$ cat src/rtl/mac_out_buf.sv
// mac_out_buf: tags each MAC issue with its format, captures the result MAC_LAT cycles later into a
// credit-managed FIFO. Optional macro MAC_OUT_BUF_STAT_EN adds out_cnt, a 16-bit delivered-result counter.

module mac_out_buf_chk #(
    parameter int MAC_LAT = 3,
    parameter int DEPTH   = 4,
    parameter int CW      = 3
) (
    input logic               clk,
    input logic               rst_n,
    input logic               i_push,
    input logic               i_full,
    input logic [MAC_LAT-1:0] i_pipe_vld,
    input logic [CW-1:0]      i_fifo_cnt,
    input logic [CW-1:0]      i_credit
);
    // Each outstanding credit is either an operation in the MAC or an entry in the FIFO.
    a_credit_match: assert property (@(posedge clk) disable iff (!rst_n)
        ((CW+1)'($countones(i_pipe_vld)) + {1'b0, i_fifo_cnt}) == {1'b0, i_credit});

    a_credit_limit: assert property (@(posedge clk) disable iff (!rst_n)
        {1'b0, i_credit} <= (CW+1)'(DEPTH));

    a_no_overflow: assert property (@(posedge clk) disable iff (!rst_n)
        !(i_push && i_full));
endmodule

module mac_out_buf #(
    parameter int MAC_LAT = 3,
    parameter int DEPTH   = 4
) (
    input  logic        clk,
    input  logic        rst_n,
    input  logic        in_valid,
    output logic        in_ready,
    input  logic        in_fp_sel,
    input  logic [7:0]  result_int8,
    input  logic [15:0] result_fp16,
    output logic        out_valid,
    input  logic        out_ready,
    output logic [15:0] out_data,
`ifdef MAC_OUT_BUF_STAT_EN
    output logic [15:0] out_cnt,
`endif
    output logic        out_fp
);
    localparam int PW = $clog2(DEPTH);
    localparam int CW = PW + 1;
    localparam logic [CW-1:0] DEPTH_C = CW'(DEPTH);
    localparam logic [CW-1:0] CNT_ONE = CW'(1'b1);
    localparam logic [CW-1:0] CNT_ZERO = CW'(1'b0);
    localparam logic [PW-1:0] PTR_ONE = PW'(1'b1);
    localparam logic [PW-1:0] PTR_ZERO = PW'(1'b0);

    function automatic logic [15:0] fmt_word(input logic tag, input logic [7:0] r8,
                                             input logic [15:0] r16);
        logic [15:0] word;
        if (tag) begin
            word = r16;
        end else begin
            word = {{8{r8[7]}}, r8};
        end
        return word;
    endfunction

    logic [MAC_LAT-1:0] r_pipe_vld;
    logic [MAC_LAT-1:0] r_pipe_tag;
    logic [15:0]        r_mem_data [DEPTH];
    logic [DEPTH-1:0]   r_mem_fp;
    logic [PW-1:0]      r_wr_ptr;
    logic [PW-1:0]      r_rd_ptr;
    logic [CW-1:0]      r_fifo_cnt;
    logic [CW-1:0]      r_credit;
    logic               r_in_ready;
    logic               r_out_valid;
    logic [15:0]        r_out_data;
    logic               r_out_fp;

    logic               w_accept;
    logic               w_pop;
    logic               w_push;
    logic               w_push_fp;
    logic               w_full;
    logic [15:0]        w_push_data;
    logic [PW-1:0]      w_rd_ptr_nxt;
    logic [CW-1:0]      w_cnt_after_pop;
    logic [CW-1:0]      w_cnt_nxt;
    logic [CW-1:0]      w_credit_nxt;
    logic [15:0]        w_head_data_nxt;
    logic               w_head_fp_nxt;

    // Handshakes, occupancy/credit next-state and the next head word.
    always_comb begin
        w_accept        = in_valid & r_in_ready;
        w_pop           = r_out_valid & out_ready;
        w_push          = r_pipe_vld[MAC_LAT-1];
        w_push_fp       = r_pipe_tag[MAC_LAT-1];
        w_push_data     = fmt_word(w_push_fp, result_int8, result_fp16);
        w_full          = (r_fifo_cnt == DEPTH_C);
        w_rd_ptr_nxt    = r_rd_ptr;
        w_cnt_after_pop = r_fifo_cnt;
        w_cnt_nxt       = r_fifo_cnt;
        w_credit_nxt    = r_credit;
        w_head_data_nxt = r_out_data;
        w_head_fp_nxt   = r_out_fp;

        if (w_pop) begin
            w_rd_ptr_nxt    = r_rd_ptr + PTR_ONE;
            w_cnt_after_pop = r_fifo_cnt - CNT_ONE;
        end else begin
            w_rd_ptr_nxt    = r_rd_ptr;
            w_cnt_after_pop = r_fifo_cnt;
        end

        if (w_push) begin
            w_cnt_nxt = w_cnt_after_pop + CNT_ONE;
        end else begin
            w_cnt_nxt = w_cnt_after_pop;
        end

        if (w_accept && !w_pop) begin
            w_credit_nxt = r_credit + CNT_ONE;
        end else if (!w_accept && w_pop) begin
            w_credit_nxt = r_credit - CNT_ONE;
        end else begin
            w_credit_nxt = r_credit;
        end

        // A push into a FIFO that is empty after this cycle's pop becomes the head directly.
        if (w_push && (w_cnt_after_pop == CNT_ZERO)) begin
            w_head_data_nxt = w_push_data;
            w_head_fp_nxt   = w_push_fp;
        end else begin
            w_head_data_nxt = r_mem_data[w_rd_ptr_nxt];
            w_head_fp_nxt   = r_mem_fp[w_rd_ptr_nxt];
        end
    end

    // Valid/tag shift pipe mirroring the MAC latency.
    always_ff @(posedge clk or negedge rst_n) begin
        if (!rst_n) begin
            r_pipe_vld <= {MAC_LAT{1'b0}};
            r_pipe_tag <= {MAC_LAT{1'b0}};
        end else begin
            r_pipe_vld[0] <= w_accept;
            r_pipe_tag[0] <= in_fp_sel;
            for (int i = 1; i < MAC_LAT; i++) begin
                r_pipe_vld[i] <= r_pipe_vld[i-1];
                r_pipe_tag[i] <= r_pipe_tag[i-1];
            end
        end
    end

    // FIFO storage.
    always_ff @(posedge clk or negedge rst_n) begin
        if (!rst_n) begin
            for (int i = 0; i < DEPTH; i++) begin
                r_mem_data[i] <= 16'h0000;
            end
            r_mem_fp <= {DEPTH{1'b0}};
        end else if (w_push) begin
            r_mem_data[r_wr_ptr] <= w_push_data;
            r_mem_fp[r_wr_ptr]   <= w_push_fp;
        end
    end

    // FIFO pointers and occupancy.
    always_ff @(posedge clk or negedge rst_n) begin
        if (!rst_n) begin
            r_wr_ptr   <= PTR_ZERO;
            r_rd_ptr   <= PTR_ZERO;
            r_fifo_cnt <= CNT_ZERO;
        end else begin
            r_rd_ptr   <= w_rd_ptr_nxt;
            r_fifo_cnt <= w_cnt_nxt;
            if (w_push) begin
                r_wr_ptr <= r_wr_ptr + PTR_ONE;
            end
        end
    end

    // Registered head of the FIFO.
    always_ff @(posedge clk or negedge rst_n) begin
        if (!rst_n) begin
            r_out_valid <= 1'b0;
            r_out_data  <= 16'h0000;
            r_out_fp    <= 1'b0;
        end else begin
            r_out_valid <= (w_cnt_nxt != CNT_ZERO);
            r_out_data  <= w_head_data_nxt;
            r_out_fp    <= w_head_fp_nxt;
        end
    end

    // Credits; in_ready is registered so out_ready never reaches it combinationally.
    always_ff @(posedge clk or negedge rst_n) begin
        if (!rst_n) begin
            r_credit   <= CNT_ZERO;
            r_in_ready <= 1'b0;
        end else begin
            r_credit   <= w_credit_nxt;
            r_in_ready <= (w_credit_nxt < DEPTH_C);
        end
    end

`ifdef MAC_OUT_BUF_STAT_EN
    logic [15:0] r_out_cnt;

    // Delivered-result counter, wraps naturally at 16 bits.
    always_ff @(posedge clk or negedge rst_n) begin
        if (!rst_n) begin
            r_out_cnt <= 16'h0000;
        end else if (w_pop) begin
            r_out_cnt <= r_out_cnt + 16'h0001;
        end
    end

    assign out_cnt = r_out_cnt;
`endif

    assign in_ready  = r_in_ready;
    assign out_valid = r_out_valid;
    assign out_data  = r_out_data;
    assign out_fp    = r_out_fp;

    mac_out_buf_chk #(
        .MAC_LAT (MAC_LAT),
        .DEPTH   (DEPTH),
        .CW      (CW)
    ) u_chk (
        .clk        (clk),
        .rst_n      (rst_n),
        .i_push     (w_push),
        .i_full     (w_full),
        .i_pipe_vld (r_pipe_vld),
        .i_fifo_cnt (r_fifo_cnt),
        .i_credit   (r_credit)
    );
endmodule

$ cat config.mk
export PLATFORM = sky130hd
export DESIGN_NAME = mac_out_buf
export DESIGN_NICKNAME = d
export VERILOG_FILES = /design/src/rtl/mac_out_buf.sv
export SDC_FILE = /design/constraint.sdc
export NUM_CORES = 1
export LEC_CHECK = 0
export ABC_AREA = 1
export CORE_MARGIN = 5
export CORE_UTILIZATION = 50
export CTS_BUF_LIST = sky130_fd_sc_hd__clkbuf_8
export DETAILED_ROUTE_END_ITERATION = 10
export PLACE_DENSITY = 0.71
export SLEW_MARGIN = 15
export SYNTH_ARGS = -nofsm -noshare
export SYNTH_HDL_FRONTEND = slang
export SYNTH_SLANG_ARGS = --single-unit
$ cat constraint.sdc
create_clock -name clk -period 2.3 [get_ports clk]
set_clock_uncertainty 0.15 [all_clocks]
set_input_delay 0.46 -clock clk [delete_from_list [all_inputs] [get_ports clk]]
set_output_delay 0.46 -clock clk [all_outputs]
set_load 0.02 [all_outputs]
; ---- Yosys cells after proc, flatten, opt, wreduce, memory -nomap -nowiden
; Cells that the tools add are included.
[totals]
out_inout_bits = 19
regBits = 103
in_bits = 29
word_cells = 60
[op_classes]
n_reduce_logical = 9
mux = 19
n_addsub = 6
bitwise_logic = 4
order_cmp = 7
[op_table]
columns = operator, n
row1 = 16-bit 2-to-1 mux, 5
row2 = 64-bit bitwise mux, 1
row3 = 16-bit binary-select mux with 2-bit select, 1
row4 = 16-bit demux with 2-bit select, 1
row5 = 3-bit 2-to-1 mux, 4
row6 = 3-bit by 1-bit adder with 3-bit output (second input constant), 2
row7 = 3-bit greater-or-equal comparator (second input constant), 2
row8 = 2-bit by 3-bit < comparator with 1-bit output (second input constant), 2
row9 = 2-bit inverter with 3-bit output, 2
row10 = 3-bit by 1-bit subtractor with 3-bit output (second input constant), 2
row11 = 1-bit logical AND, 5
row12 = 2-bit by 1-bit adder with 2-bit output (second input constant), 2
row13 = 4-bit bitwise mux, 1
row14 = 3-bit zero test, 1
row15 = 3-bit by 1-bit < comparator with 1-bit output (second input constant), 1
row16 = 3-bit < comparator (second input constant), 1
row17 = 1-bit 2-to-1 mux, 3
row18 = 3-bit nonzero test, 1
row19 = 1-bit bitwise AND, 2
row20 = 1-bit binary-select mux with 2-bit select, 1
row21 = 1-bit demux with 2-bit select, 1
row22 = 2-bit by 1-bit greater-or-equal comparator with 1-bit output (second input constant), 1
row23 = 1-bit zero test, 2
row24 = 2-bit 2-to-1 mux, 1

; ---- Longest topological paths before layout
[logic_depth]
word_depth = 7
mapped_depth = 10
depth_no_buf = 9

; ---- Worst setup path before layout
; Ideal clock, no wire load.
[synth_timing]
path_kind = reg-to-reg
from = register r_out_valid (netlist: out_valid)
to = register r_out_data[7] (netlist: out_data[7])
required_ns = 2.033
path_stages_with_launch = 9
path_buffers = 1
path_slack_ns = 0.695
setup_time_ns = 0.117
t_arrival_ns = 1.338
period_less_slack_ns = 1.605
path_cell_list = dfrtp_1 > nand2_4 > nand2_1 > nand3_2 > nor2_8 > nand2_4 > buf_6 > nand2_1 > nand2_1
[synth_via]
elab_chain_cells = 7
word_cells_on_any_way = 10
cone_classes = 6 x mux / 2 x bitwise / 2 x reduce/logical
[synth_rtl]
columns = item, line_no
row1 = from (decl), 75  ; logic r_out_valid;
row2 = from (signal assigned), 189  ; r_out_valid <= (w_cnt_nxt != CNT_ZERO);
row3 = 1-bit bitwise AND (*), 95  ; w_pop = r_out_valid & out_ready;
row4 = 2-bit 2-to-1 mux, 107  ; if (w_pop) begin
row5 = 2-bit inverter with 3-bit output (not written as such), 134  ; w_head_data_nxt = r_mem_data[w_rd_ptr_nxt];
row6 = 16-bit binary-select mux with 2-bit select, 134
row7 = 16-bit 2-to-1 mux (not written as such) (2 in series), 134
row8 = 16-bit 2-to-1 mux (*), 130  ; if (w_push && (w_cnt_after_pop == CNT_ZERO)) begin
row9 = via w_head_data_nxt[7], 89  ; logic [15:0] w_head_data_nxt;
row10 = to (signal assigned), 190  ; r_out_data <= w_head_data_nxt;
row11 = to (decl), 76  ; logic [15:0] r_out_data;
; Mark *: on every way through the listed nets, which the timed path passes. The rest lies on a longest branch. The select of a mux whose other input is x is not followed.
; A chain may end at the register's enable or synchronous reset.

; ---- Worst setup path in the final report
[layout_timing]
from = register r_out_valid (netlist: out_valid)
to = output port out_valid
[layout_lines]
columns = item, line_no
row1 = to (decl), 39  ; output logic out_valid,
; No word-level cell between the ends.

==> reports/metrics.yaml <==
routing:
  vias: 4171
  routed_wl_mm: 11.7
  viasPerCell: 5.27
  antenna_left: 0
  drc: 0
  detail_route.wl_per_cell_um: 14.8
  drt_iter0_markers: 220
  firstDrtPassIters: 4
floorplan:
  die-area_um2: 11900
  fp.dieH_um: 109
  fp.coreArea_um2: 9680
  rows: 36
  initial_core_util_pct: 50.8
  ios: 48
  fp.dieW_um: 109
synthesis:
  synth_top_area_share_pct: 52.4
  syn_nets: 646
  synth_seq_area_share_pct: 52.4
  synth_area_leaders: "dfrtp_1, nand2_1, nand3_1"
  yosysTopAreaCell: "dfrtp_1"
  yosysUniqueCellTypes: 25
  syn_inst: 608
  avgSynthCellArea_um2: 8.09
  synth.cell_area_um2: 4920
  ys_warn_count: 0
  ys_ff_latch: 103
clock_tree:
  numCtsBuffers: 9
  ctsHoldBuffers: 0
  cts_tree: "built"
  cts_setup_buffers: 0
  worst_skew_pair.late_latency_ns: 0.37
  numClockSinks: 103
  post_cts_resized: 0
  h-tree-depth: 3
  path_clk_slew_ns: 0.10
  clock_tree.root_cell: "clkbuf_8"
  clk_path_buf_depth: 2
worst_setup_path:
  slowest_delay_ns: 0.65
  crit_arrival_ns: 1.47
  path_cells: "clkdlybuf4s50_1"
  critPathMaxFanout: 5
  startpoint_type: "register"
  end_kind: "primary output"
  cp_slowest_cell: "clkdlybuf4s50_1"
  cp_top_family: "buffers and inverters"
  path_buf_inv: 1
  required_ns: 1.69
  critPathKind: "reg2out"
placed_design:
  dp_slack_ns: 0.0985
  port_buffers: 47
  dp_cells: 776
  routabilityCongestion: 0.814
  hpwl_mm: 7.65
cells_and_area:
  final_nets: 692
  stdcell_count: 791
  nFillCells: 860
  layout-drive-gt1-share_pct: 7.29
  syn2layout_area_growth_pct: 17.8
  diodes: 0
power:
  finalPower_uw: 7940
  power_density_nw_per_um2: 1370
  total_leakage_power_uw: 0.00287
  irDropWorstVdd_mv: 0.672
global_route:
  grt_pass1_wl_mm: 19.6
  antenna_found_initial: 0
  first_global_vias: 4126
  grt.overflow.total: 0
  grt_usage_pct: 21.1
  grt_start_max_net_pins: 104
timing:
  setup_viol: 0
  fin_crit_ns: 2.08
  post-route-period-util_pct: 90.4
  hold_violations: 24
  maxSlewViolCount: 0
  slew_headroom_pct: 63.2
  final.setup.tns_ns: 0
  worstMarginPinSlew_ns: 0.553
  whs_ns: -0.0212
  timing.final.ws_setup_ns: 0.222
  rsz0062_at_grt: "false"
  fmax_mhz: 481
worst_hold_path:
  hp-class: "in2async"
outcome:
  status: "finished, violations left"
  failed_checks: "negative hold slack"
run:
  maxCapViolations: 0
cells in the mapped netlist (all sizes together):
library cell and instances:
o21ai 53, buf 19, nand2 194, a21oi 1
dfrtp 103, inv 68, nand3b 3, a22oi 1
nor2 24, ha 9, nand4 1, nand3 96
a31oi 20, xor2 2, clkbuf 14
stage by stage:
stage | cell area, um^2 | utilization [%]
floorplan | 4920 | -
global placement | 5610 | 57.9
detailed placement | 5610 | 57.9
CTS | 5790 | 59.8
global route | 5790 | 59.8
finish | 5790 | 59.8
worst register-to-register path: stages, from the launching register on:
cell and delay (ns):
dfrtp_1 0.35, inv_1 0.06, ha_1 0.32, o21ai_2 0.30
nor2_8 0.08, buf_4 0.17, nand3_1 0.12, nand2_1 0.09
layer usage:
layer  GRT usage, %  vias up  wire, um
met3           2.84       18       601
met4           9.11        0       208
met2           34.1      147      5630
li1               -     2026         -
met1           28.5     1980      5250
met5              0        -         0
cell usage in the layout, fill, tap and decap left out, types with 2 or more instances in the layout:
master and count:
nand2_1 188, dfrtp_1 103, nand3_1 94, inv_1 67, o21ai_0 52, clkdlybuf4s50_1 46
nor2_1 23, a31oi_1 20, buf_4 17, ha_1 9, clkbuf_8 9, buf_12 5
nand2_2 4, nand3b_1 3, nand2_4 2, nand3_2 2, xor2_1 2, clkinvlp_4 2
area by class of cell:
class,instances,area (um^2),area share (%)
inverter,68,258,4.45
clock inverter,6,62.6,1.08
sequential,103,2580,44.5
tap,133,166,2.87
timing repair buffer,68,688,11.9
clock buffer,9,124,2.14
multi-input combinational,404,1920,33.1
sequential cells by signal, summed over array words and instances (netlist names):
signal and cells:
out_data 16, r_pipe_vld 3, r_mem_data 64, r_rd_ptr 2, out_fp 1, out_valid 1, in_ready 1, r_fifo_cnt 3
r_credit 3, r_mem_fp 4, r_pipe_tag 3, r_wr_ptr 2
cells by family (layout without fill, tap and decap cells):
group | count (synthesis) | after routing | share of synthesized area (%)
AND/OR/NAND/NOR | 318 | 318 | 28.0
adder cells (fa/ha/maj) | 9 | 9 | 2.29
flip-flops | 103 | 103 | 52.4
XOR/XNOR | 2 | 2 | 0.356
buffers and inverters | 101 | 151 | 8.60
AO/OA/AOI/OAI | 75 | 75 | 8.27
where the power goes:
| group | total, uW | leakage, uW | internal (uW) | switching, uW |
|---|---|---|---|---|
| Clock | 1110 | 0.0000929 | 496 | 613 |
| Sequential | 3020 | 0.00122 | 2660 | 361 |
| Combinational | 3810 | 0.00156 | 1510 | 2290 |
| Total | 7940 | 0.00287 | 4670 | 3270 |
worst paths after layout:
| kind | startpoint | endpoint | slack, ns | cells after the start |
|---|---|---|---|---|
| max | out_valid | out_valid | 0.22 | 1 |
| max in group asynchronous | rst_n | out_valid | 1.57 | 2 |
| min reg2reg | r_pipe_vld[1] | r_pipe_vld[2] | 0.21 | 0 |
| min in group clk | r_pipe_vld[1] | r_pipe_vld[2] | 0.21 | 0 |
| min | rst_n | r_mem_data[51] | -0.02 | 2 |
| max reg2reg | r_fifo_cnt[0] | out_data[13] | 0.56 | 7 |
Note: power is estimated with default switching activity, not from simulation.
